===== src/rtl/pipe_ctrl_unit_pkg.sv =====
// Shared types and constants for the pipeline sequencer.
package pipe_ctrl_pkg;

    localparam int unsigned REG_ADDR_W = 5;
    localparam int unsigned PC_SEL_W   = 2;

    // Sequencer states
    typedef enum logic [1:0] {
        RUN        = 2'd0,
        MEM_WAIT   = 2'd1,
        TRAP_ENTER = 2'd2
    } pipe_state_e;

    // PC source select encodings
    localparam logic [PC_SEL_W-1:0] PC_SEL_SEQ  = 2'b00;
    localparam logic [PC_SEL_W-1:0] PC_SEL_BR   = 2'b01;
    localparam logic [PC_SEL_W-1:0] PC_SEL_TRAP = 2'b10;
    localparam logic [PC_SEL_W-1:0] PC_SEL_MEPC = 2'b11;

    // Per-register stall/flush controls produced by the sequencer
    typedef struct packed {
        logic stall_pc;
        logic stall_rb1;
        logic stall_rb2;
        logic flush_rb1;
        logic flush_rb2;
    } pipe_ctl_t;

endpackage


===== src/rtl/pipe_ctrl_unit_if.sv =====
// Core-side hazard/redirect/memory signals and sequencer controls.
interface pipe_ctrl_unit_if #(
    parameter int unsigned CNT_W = 32
);
    import pipe_ctrl_pkg::*;

    logic [REG_ADDR_W-1:0] dec_rs1_addr_in;
    logic [REG_ADDR_W-1:0] dec_rs2_addr_in;
    logic                  dec_rs1_used_in;
    logic                  dec_rs2_used_in;
    logic [REG_ADDR_W-1:0] ex_rd_addr_in;
    logic                  ex_rf_wr_en_in;
    logic                  ex_is_load_in;
    logic                  branch_taken_in;
    logic                  trap_req_in;
    logic                  mret_in;
    logic                  dmem_req_in;
    logic                  dmem_ack_in;

    logic                  stall_pc_out;
    logic                  stall_rb1_out;
    logic                  stall_rb2_out;
    logic                  flush_rb1_out;
    logic                  flush_rb2_out;
    logic [PC_SEL_W-1:0]   pc_sel_out;
    logic                  bus_err_out;
    logic [CNT_W-1:0]      stall_cycles_out;

    // Core side: drives pipeline status, consumes sequencer controls
    modport master (
        output dec_rs1_addr_in, dec_rs2_addr_in, dec_rs1_used_in, dec_rs2_used_in,
        output ex_rd_addr_in, ex_rf_wr_en_in, ex_is_load_in,
        output branch_taken_in, trap_req_in, mret_in, dmem_req_in, dmem_ack_in,
        input  stall_pc_out, stall_rb1_out, stall_rb2_out,
        input  flush_rb1_out, flush_rb2_out, pc_sel_out, bus_err_out, stall_cycles_out
    );

    // Sequencer side
    modport slave (
        input  dec_rs1_addr_in, dec_rs2_addr_in, dec_rs1_used_in, dec_rs2_used_in,
        input  ex_rd_addr_in, ex_rf_wr_en_in, ex_is_load_in,
        input  branch_taken_in, trap_req_in, mret_in, dmem_req_in, dmem_ack_in,
        output stall_pc_out, stall_rb1_out, stall_rb2_out,
        output flush_rb1_out, flush_rb2_out, pc_sel_out, bus_err_out, stall_cycles_out
    );

endinterface


===== src/rtl/pipe_ctrl_unit_hazard_detect.sv =====
// Load-use hazard detection between the decode instruction and a load in stage 2.
module hazard_detect
    import pipe_ctrl_pkg::*;
(
    input  logic [REG_ADDR_W-1:0] rs1_addr,
    input  logic [REG_ADDR_W-1:0] rs2_addr,
    input  logic                  rs1_used,
    input  logic                  rs2_used,
    input  logic [REG_ADDR_W-1:0] rd_addr,
    input  logic                  rf_wr_en,
    input  logic                  is_load,
    output logic                  load_use_c
);

    logic rd_live;
    logic rs1_hit;
    logic rs2_hit;

    // x0 is hardwired zero, so a load targeting it never produces a dependency
    always_comb begin
        rd_live    = is_load && rf_wr_en && (rd_addr != REG_ADDR_W'(0));
        rs1_hit    = rs1_used && (rs1_addr == rd_addr);
        rs2_hit    = rs2_used && (rs2_addr == rd_addr);
        load_use_c = rd_live && (rs1_hit || rs2_hit);
    end

endmodule


===== src/rtl/pipe_ctrl_unit.sv =====
// Pipeline sequencer: stalls, flushes and PC redirects for the two stage registers,
// memory-wait freeze with timeout, and a saturating stall-cycle counter.
module pipe_ctrl_unit
    import pipe_ctrl_pkg::*;
#(
    parameter int unsigned MEM_TIMEOUT = 16,
    parameter int unsigned CNT_W       = 32
) (
    input  logic             clk_in,
    input  logic             rst_n_in,
    pipe_ctrl_unit_if.slave  bus
);

    localparam int unsigned TMO_W = $clog2(MEM_TIMEOUT + 1);

    pipe_state_e         state_q, state_d;
    logic [TMO_W-1:0]    tmo_cnt_q, tmo_cnt_d;
    logic                trap_pend_q, trap_pend_d;
    logic                bus_err_q, bus_err_d;
    logic [CNT_W-1:0]    stall_cnt_q;

    logic                load_use_c;
    pipe_ctl_t           raw_c;
    pipe_ctl_t           ctl_c;
    logic [PC_SEL_W-1:0] pc_sel_c;

    hazard_detect u_hazard (
        .rs1_addr   (bus.dec_rs1_addr_in),
        .rs2_addr   (bus.dec_rs2_addr_in),
        .rs1_used   (bus.dec_rs1_used_in),
        .rs2_used   (bus.dec_rs2_used_in),
        .rd_addr    (bus.ex_rd_addr_in),
        .rf_wr_en   (bus.ex_rf_wr_en_in),
        .is_load    (bus.ex_is_load_in),
        .load_use_c (load_use_c)
    );

    // Next-state, timeout, pending-trap and raw control decode
    always_comb begin
        state_d     = state_q;
        tmo_cnt_d   = tmo_cnt_q;
        trap_pend_d = trap_pend_q;
        bus_err_d   = 1'b0;
        raw_c       = '0;
        pc_sel_c    = PC_SEL_SEQ;

        unique case (state_q)
            RUN: begin
                if (bus.trap_req_in) begin
                    raw_c.flush_rb1 = 1'b1;
                    raw_c.flush_rb2 = 1'b1;
                    pc_sel_c        = PC_SEL_TRAP;
                    state_d         = TRAP_ENTER;
                end else if (bus.mret_in) begin
                    raw_c.flush_rb1 = 1'b1;
                    pc_sel_c        = PC_SEL_MEPC;
                end else if (bus.branch_taken_in) begin
                    // the branch itself sits in stage 2 and must retire
                    raw_c.flush_rb1 = 1'b1;
                    pc_sel_c        = PC_SEL_BR;
                end else if (bus.dmem_req_in && !bus.dmem_ack_in) begin
                    raw_c.stall_pc  = 1'b1;
                    raw_c.stall_rb1 = 1'b1;
                    raw_c.stall_rb2 = 1'b1;
                    tmo_cnt_d       = TMO_W'(1);
                    state_d         = MEM_WAIT;
                end else if (load_use_c) begin
                    // hold fetch/decode, insert a bubble into execute
                    raw_c.stall_pc  = 1'b1;
                    raw_c.stall_rb1 = 1'b1;
                    raw_c.flush_rb2 = 1'b1;
                end
            end

            MEM_WAIT: begin
                raw_c.stall_pc  = 1'b1;
                raw_c.stall_rb1 = 1'b1;
                raw_c.stall_rb2 = 1'b1;
                if (bus.trap_req_in) begin
                    trap_pend_d = 1'b1;
                end
                if (bus.dmem_ack_in) begin
                    tmo_cnt_d = '0;
                    state_d   = (trap_pend_q || bus.trap_req_in) ? TRAP_ENTER : RUN;
                end else if (tmo_cnt_q >= TMO_W'(MEM_TIMEOUT)) begin
                    tmo_cnt_d = '0;
                    bus_err_d = 1'b1;
                    state_d   = TRAP_ENTER;
                end else begin
                    tmo_cnt_d = tmo_cnt_q + TMO_W'(1);
                end
            end

            TRAP_ENTER: begin
                // a still-asserted trap request is already being serviced
                raw_c.flush_rb1 = 1'b1;
                raw_c.flush_rb2 = 1'b1;
                pc_sel_c        = PC_SEL_TRAP;
                trap_pend_d     = 1'b0;
                state_d         = RUN;
            end

            default: begin
                state_d = RUN;
            end
        endcase
    end

    // Flush overrides stall on the same register
    always_comb begin
        ctl_c           = raw_c;
        ctl_c.stall_rb1 = raw_c.stall_rb1 && !raw_c.flush_rb1;
        ctl_c.stall_rb2 = raw_c.stall_rb2 && !raw_c.flush_rb2;
    end

    // Sequencer state, timeout counter, pending trap and bus-error pulse
    always_ff @(posedge clk_in or negedge rst_n_in) begin
        if (!rst_n_in) begin
            state_q     <= RUN;
            tmo_cnt_q   <= '0;
            trap_pend_q <= 1'b0;
            bus_err_q   <= 1'b0;
        end else begin
            state_q     <= state_d;
            tmo_cnt_q   <= tmo_cnt_d;
            trap_pend_q <= trap_pend_d;
            bus_err_q   <= bus_err_d;
        end
    end

    // Saturating count of PC-stall cycles
    always_ff @(posedge clk_in or negedge rst_n_in) begin
        if (!rst_n_in) begin
            stall_cnt_q <= '0;
        end else if (ctl_c.stall_pc && (stall_cnt_q != '1)) begin
            stall_cnt_q <= stall_cnt_q + CNT_W'(1);
        end
    end

    assign bus.stall_pc_out     = ctl_c.stall_pc;
    assign bus.stall_rb1_out    = ctl_c.stall_rb1;
    assign bus.stall_rb2_out    = ctl_c.stall_rb2;
    assign bus.flush_rb1_out    = ctl_c.flush_rb1;
    assign bus.flush_rb2_out    = ctl_c.flush_rb2;
    assign bus.pc_sel_out       = pc_sel_c;
    assign bus.bus_err_out      = bus_err_q;
    assign bus.stall_cycles_out = stall_cnt_q;

endmodule


===== src/flat_wrapper.sv =====
// flat-port wrapper written by rule: the top's interface ports become plain ports
module pipe_ctrl_unit_flat import pipe_ctrl_pkg::*;
#(
    parameter int unsigned MEM_TIMEOUT = 16,
    parameter int unsigned CNT_W       = 32
)
  (clk_in, rst_n_in, bus_dec_rs1_addr_in, bus_dec_rs2_addr_in, bus_dec_rs1_used_in, bus_dec_rs2_used_in, bus_ex_rd_addr_in, bus_ex_rf_wr_en_in, bus_ex_is_load_in, bus_branch_taken_in, bus_trap_req_in, bus_mret_in, bus_dmem_req_in, bus_dmem_ack_in, bus_stall_pc_out, bus_stall_rb1_out, bus_stall_rb2_out, bus_flush_rb1_out, bus_flush_rb2_out, bus_pc_sel_out, bus_bus_err_out, bus_stall_cycles_out);
  pipe_ctrl_unit_if #(.CNT_W(CNT_W)) bus_i ();
  input  logic clk_in;
  input  logic rst_n_in;
  input wire logic [$bits(bus_i.dec_rs1_addr_in)-1:0] bus_dec_rs1_addr_in;
  input wire logic [$bits(bus_i.dec_rs2_addr_in)-1:0] bus_dec_rs2_addr_in;
  input wire logic [$bits(bus_i.dec_rs1_used_in)-1:0] bus_dec_rs1_used_in;
  input wire logic [$bits(bus_i.dec_rs2_used_in)-1:0] bus_dec_rs2_used_in;
  input wire logic [$bits(bus_i.ex_rd_addr_in)-1:0] bus_ex_rd_addr_in;
  input wire logic [$bits(bus_i.ex_rf_wr_en_in)-1:0] bus_ex_rf_wr_en_in;
  input wire logic [$bits(bus_i.ex_is_load_in)-1:0] bus_ex_is_load_in;
  input wire logic [$bits(bus_i.branch_taken_in)-1:0] bus_branch_taken_in;
  input wire logic [$bits(bus_i.trap_req_in)-1:0] bus_trap_req_in;
  input wire logic [$bits(bus_i.mret_in)-1:0] bus_mret_in;
  input wire logic [$bits(bus_i.dmem_req_in)-1:0] bus_dmem_req_in;
  input wire logic [$bits(bus_i.dmem_ack_in)-1:0] bus_dmem_ack_in;
  output wire logic [$bits(bus_i.stall_pc_out)-1:0] bus_stall_pc_out;
  output wire logic [$bits(bus_i.stall_rb1_out)-1:0] bus_stall_rb1_out;
  output wire logic [$bits(bus_i.stall_rb2_out)-1:0] bus_stall_rb2_out;
  output wire logic [$bits(bus_i.flush_rb1_out)-1:0] bus_flush_rb1_out;
  output wire logic [$bits(bus_i.flush_rb2_out)-1:0] bus_flush_rb2_out;
  output wire logic [$bits(bus_i.pc_sel_out)-1:0] bus_pc_sel_out;
  output wire logic [$bits(bus_i.bus_err_out)-1:0] bus_bus_err_out;
  output wire logic [$bits(bus_i.stall_cycles_out)-1:0] bus_stall_cycles_out;
  assign bus_i.dec_rs1_addr_in = bus_dec_rs1_addr_in;
  assign bus_i.dec_rs2_addr_in = bus_dec_rs2_addr_in;
  assign bus_i.dec_rs1_used_in = bus_dec_rs1_used_in;
  assign bus_i.dec_rs2_used_in = bus_dec_rs2_used_in;
  assign bus_i.ex_rd_addr_in = bus_ex_rd_addr_in;
  assign bus_i.ex_rf_wr_en_in = bus_ex_rf_wr_en_in;
  assign bus_i.ex_is_load_in = bus_ex_is_load_in;
  assign bus_i.branch_taken_in = bus_branch_taken_in;
  assign bus_i.trap_req_in = bus_trap_req_in;
  assign bus_i.mret_in = bus_mret_in;
  assign bus_i.dmem_req_in = bus_dmem_req_in;
  assign bus_i.dmem_ack_in = bus_dmem_ack_in;
  assign bus_stall_pc_out = bus_i.stall_pc_out;
  assign bus_stall_rb1_out = bus_i.stall_rb1_out;
  assign bus_stall_rb2_out = bus_i.stall_rb2_out;
  assign bus_flush_rb1_out = bus_i.flush_rb1_out;
  assign bus_flush_rb2_out = bus_i.flush_rb2_out;
  assign bus_pc_sel_out = bus_i.pc_sel_out;
  assign bus_bus_err_out = bus_i.bus_err_out;
  assign bus_stall_cycles_out = bus_i.stall_cycles_out;
  pipe_ctrl_unit #(.MEM_TIMEOUT(MEM_TIMEOUT), .CNT_W(CNT_W)) u_core (.clk_in(clk_in), .rst_n_in(rst_n_in), .bus(bus_i));
endmodule

===== config.mk =====
export PLATFORM = sky130hd
export DESIGN_NAME = pipe_ctrl_unit_flat
export DESIGN_NICKNAME = d
export VERILOG_FILES = /design/src/rtl/pipe_ctrl_unit_pkg.sv /design/src/rtl/pipe_ctrl_unit_if.sv /design/src/rtl/pipe_ctrl_unit_hazard_detect.sv /design/src/rtl/pipe_ctrl_unit.sv /design/src/flat_wrapper.sv
export SDC_FILE = /design/constraint.sdc
export NUM_CORES = 1
export LEC_CHECK = 0
export CELL_PAD_IN_SITES_DETAIL_PLACEMENT = 1
export CELL_PAD_IN_SITES_GLOBAL_PLACEMENT = 1
export CORE_UTILIZATION = 38
export DETAILED_ROUTE_END_ITERATION = 16
export PLACE_DENSITY = 0.87
export SETUP_SLACK_MARGIN = 0.02
export SKIP_LAST_GASP = 1
export SYNTH_ARGS = -nofsm -noshare
export SYNTH_HDL_FRONTEND = slang
export SYNTH_SLANG_ARGS = --single-unit

===== constraint.sdc =====
create_clock -name clk_in -period 5.26 [get_ports clk_in]
set_clock_uncertainty 0.2 [all_clocks]
set_input_delay 0.526 -clock clk_in [delete_from_list [all_inputs] [get_ports clk_in]]
set_output_delay 0.526 -clock clk_in [all_outputs]
set_load 0.02 [all_outputs]

==> flow_metrics.tcl <==
set metrics [dict create \
    grt_remaining_overflow 0 \
    seqCellArea_sq_um 1026 \
    ios 66 \
    final_nets 311 \
    crit_family "buffers and inverters" \
    cts_buffers 5 \
    initial_core_util_pct 39.82 \
    synth_cells 215 \
    ys_seq_elements 41 \
    cp_max_fo 4 \
    synthToLayoutAreaGrowth_pct 35.79 \
    setup_tns_ps 0 \
    grt_pass1_wl_um 9811 \
    clk_pin_slew_ps 80 \
    synth_nets 244 \
    fmax_mhz 257.2 \
    worst_pin_slew_ps 1017 \
    nFillCells 642 \
    worstPathRequired_ps 4530 \
    hp-class "in2async" \
    route.vias.total 1847 \
    ant_nets 0 \
    cts_tree "done" \
    io_buffers 65 \
    finalHoldViolations 0 \
    critPathMaxStageDelay_ps 680 \
    die_area_sq_um 6150 \
    critPathLaunchType "input port" \
    grt_max_degree 42 \
    diodes 0 \
    maxSlewViolCount 0 \
    ir_drop_uv 153.2 \
    root_buffer "clkbuf_8" \
    drt_wl_total_um 5782 \
    pre_cts_slack_ps 1363 \
    cts.sinks 41 \
    ys_seq_area_share_pct 46.22 \
    syn_area_per_cell_sq_um 10.32 \
    syn-cell-area_sq_um 2220 \
    endpoint_kind "output port" \
    clk_latency_ps 290 \
    cp_common_cell "clkdlybuf4s50_1" \
    hold_buffers 0 \
    drc 0 \
    worstPathArrival_ps 3160 \
    die_h_um 78.43 \
    postCtsSetupBuffers 0 \
    slew_headroom_pct 32.06 \
    rsz0062_at_grt "no" \
    fin_crit_sh_pct 73.91 \
    cts_resized 0 \
    ys_warn_count 0 \
    cap_violations 0 \
    gp_congestion 0.7548 \
    core_sq_um 5574 \
    drtIter0Drc 67 \
    critical-path-slowest-cell "or4b_2" \
    drive_gt1_share_pct 9.541 \
    avgViaCountPerCell 5.203 \
    period_needed_ps 3888 \
    multi_input_area_sq_um 1121 \
    clock_path_buffers 2 \
    fin_ws_ps 1372 \
    antenna_found_initial 0 \
    outcome "finished, final reports clean" \
    die_x_um 78.43 \
    ys_types 39 \
    rows 27 \
    htreeDepth 2 \
    grt.total_usage_pct 20.70 \
    power_density_nw_per_um2 222.9 \
    crit_chain "clkdlybuf4s50_1, xor2_1, nor4_1, a32oi_1, or4b_2, a21oi_1, clkdlybuf4s50_1" \
    layout_common_cells "64 x clkdlybuf4s50_1, 41 x dfrtp_1, 23 x xor2_1, 23 x nand2_1, 19 x xnor2_1" \
    hpwlAfterDp_um 4283 \
    path_class "in2out" \
    finalSetupViolCount 0 \
    wire_per_inst_um 16.29 \
    power_leakage_uw 0.001123 \
    drt-pass1-iter-count 4 \
    cp_num_buf_inv 2 \
    grt_pass1_vias 1996 \
    final_common_cell "clkdlybuf4s50_1" \
]
==> cells in the mapped netlist <==
| cell | count | area (sq um) |
|---|---|---|
| a211o_2 | 1 | 10.01 |
| a211oi_1 | 1 | 7.510 |
| a211oi_2 | 1 | 12.51 |
| a21boi_2 | 1 | 11.26 |
| a21oi_1 | 2 | 10.01 |
| a32oi_1 | 1 | 8.760 |
| and2_2 | 2 | 15.01 |
| and3_1 | 1 | 6.260 |
| and4_1 | 2 | 17.52 |
| and4_2 | 2 | 20.02 |
| buf_2 | 1 | 5.000 |
| buf_4 | 2 | 15.01 |
| buf_6 | 2 | 22.52 |
| dfrtp_1 | 41 | 1026 |
| ha_1 | 3 | 37.54 |
| inv_1 | 8 | 30.03 |
| nand2_1 | 23 | 86.33 |
| nand2b_1 | 1 | 6.260 |
| nand2b_4 | 1 | 13.76 |
| nand3_1 | 9 | 45.04 |
| nand3_2 | 1 | 10.01 |
| nand4_1 | 15 | 93.84 |
| nor2_1 | 13 | 48.80 |
| nor2b_1 | 3 | 18.77 |
| nor3_1 | 8 | 40.04 |
| nor3_2 | 4 | 40.04 |
| nor3b_1 | 2 | 15.01 |
| nor4_1 | 3 | 18.77 |
| nor4_4 | 2 | 42.54 |
| nor4b_2 | 1 | 15.01 |
| o211ai_1 | 2 | 15.01 |
| o21a_1 | 1 | 7.510 |
| o21ai_0 | 9 | 45.04 |
| o31a_2 | 1 | 10.01 |
| o31ai_1 | 1 | 7.510 |
| or4_1 | 1 | 7.510 |
| or4b_2 | 1 | 10.01 |
| xnor2_1 | 19 | 166.4 |
| xor2_1 | 23 | 201.4 |
==> report_power, final <==
group	internal, uW	total [uW]	switching (uW)
Combinational	49.1	99.7	50.6
Clock	119	228	109
Sequential	327	344	17.4
==> cell type report <==
type | instances | share of cell area, %
multi-input combinational | 161 | 37.19
sequential | 41 | 34.04
timing repair buffer | 65 | 21.42
clock buffer | 7 | 3.196
tap | 72 | 2.989
inverter | 8 | 0.9963
clock inverter | 1 | 0.1660
==> kinds of logic after synthesis <==
group / count (synthesis) / synth area share (%)
DFF: 41 / 46.22
AOI/OAI and AO/OA: 21 / 6.539
xor gates and xnor gates: 42 / 16.57
adders and majority gates: 3 / 1.691
buffers and inverters: 13 / 3.269
and+or+nand+nor: 95 / 25.70
==> path summary, 6_finish.rpt <==
check	cells past startpoint	endpoint	from	slack (ps)
max	7	bus_flush_rb2_out	bus_ex_rd_addr_in[3]	1370
max reg2reg	7	u_core.bus.stall_cycles_out[14]	u_core.bus.stall_cycles_out[0]	2470
min in group clk_in	1	u_core.bus.stall_cycles_out[5]	u_core.bus.stall_cycles_out[5]	300
min reg2reg	1	u_core.bus.stall_cycles_out[5]	u_core.bus.stall_cycles_out[5]	300
max in group asynchronous	1	u_core.bus.stall_cycles_out[7]	rst_n_in	4100
min	1	u_core.bus.stall_cycles_out[21]	rst_n_in	160
==> metrics by stage <==
stage                     instance area [sq um]  hold WS, ps  instances  total power (uW)  util, %
after global placement                     2913        279.8        347             446.1    52.26
after floorplan                            2220        30.41        215             394.2        -
after global routing                       3014        235.9        355             704.3    54.07
final                                      3014        157.0        355             671.8    54.07
after detailed placement                   2913        282.1        347             450.9    52.26
after CTS                                  3014        190.9        355             681.5    54.07
==> per-layer routing <==
| layer | vias to the layer above | share of wire [%] | global-route usage [%] |
|---|---|---|---|
| li1 | 879 | - | - |
| met2 | 57 | 49 | 36.23 |
| met4 | 0 | 1.2 | 6.111 |
| met1 | 903 | 44 | 24.98 |
| met3 | 8 | 6.4 | 5.233 |
| met5 | - | 0 | 0 |
==> state kept, by name (all words and copies together) (netlist names) <==
signal / flops
u_core.bus.bus_err_out: 1
u_core.bus.stall_cycles_out: 32
u_core.state_q: 2
u_core.tmo_cnt_q: 5
u_core.trap_pend_q: 1
==> worst reg2reg max path, stage by stage (launching register included) <==
cell      delay (ps)
dfrtp_1          440
ha_1             300
and4_2           260
nand2_1          130
nor4b_2           80
a211oi_2         790
nand4_1          250
xnor2_1          250
(Power assumes the default switching activity.)
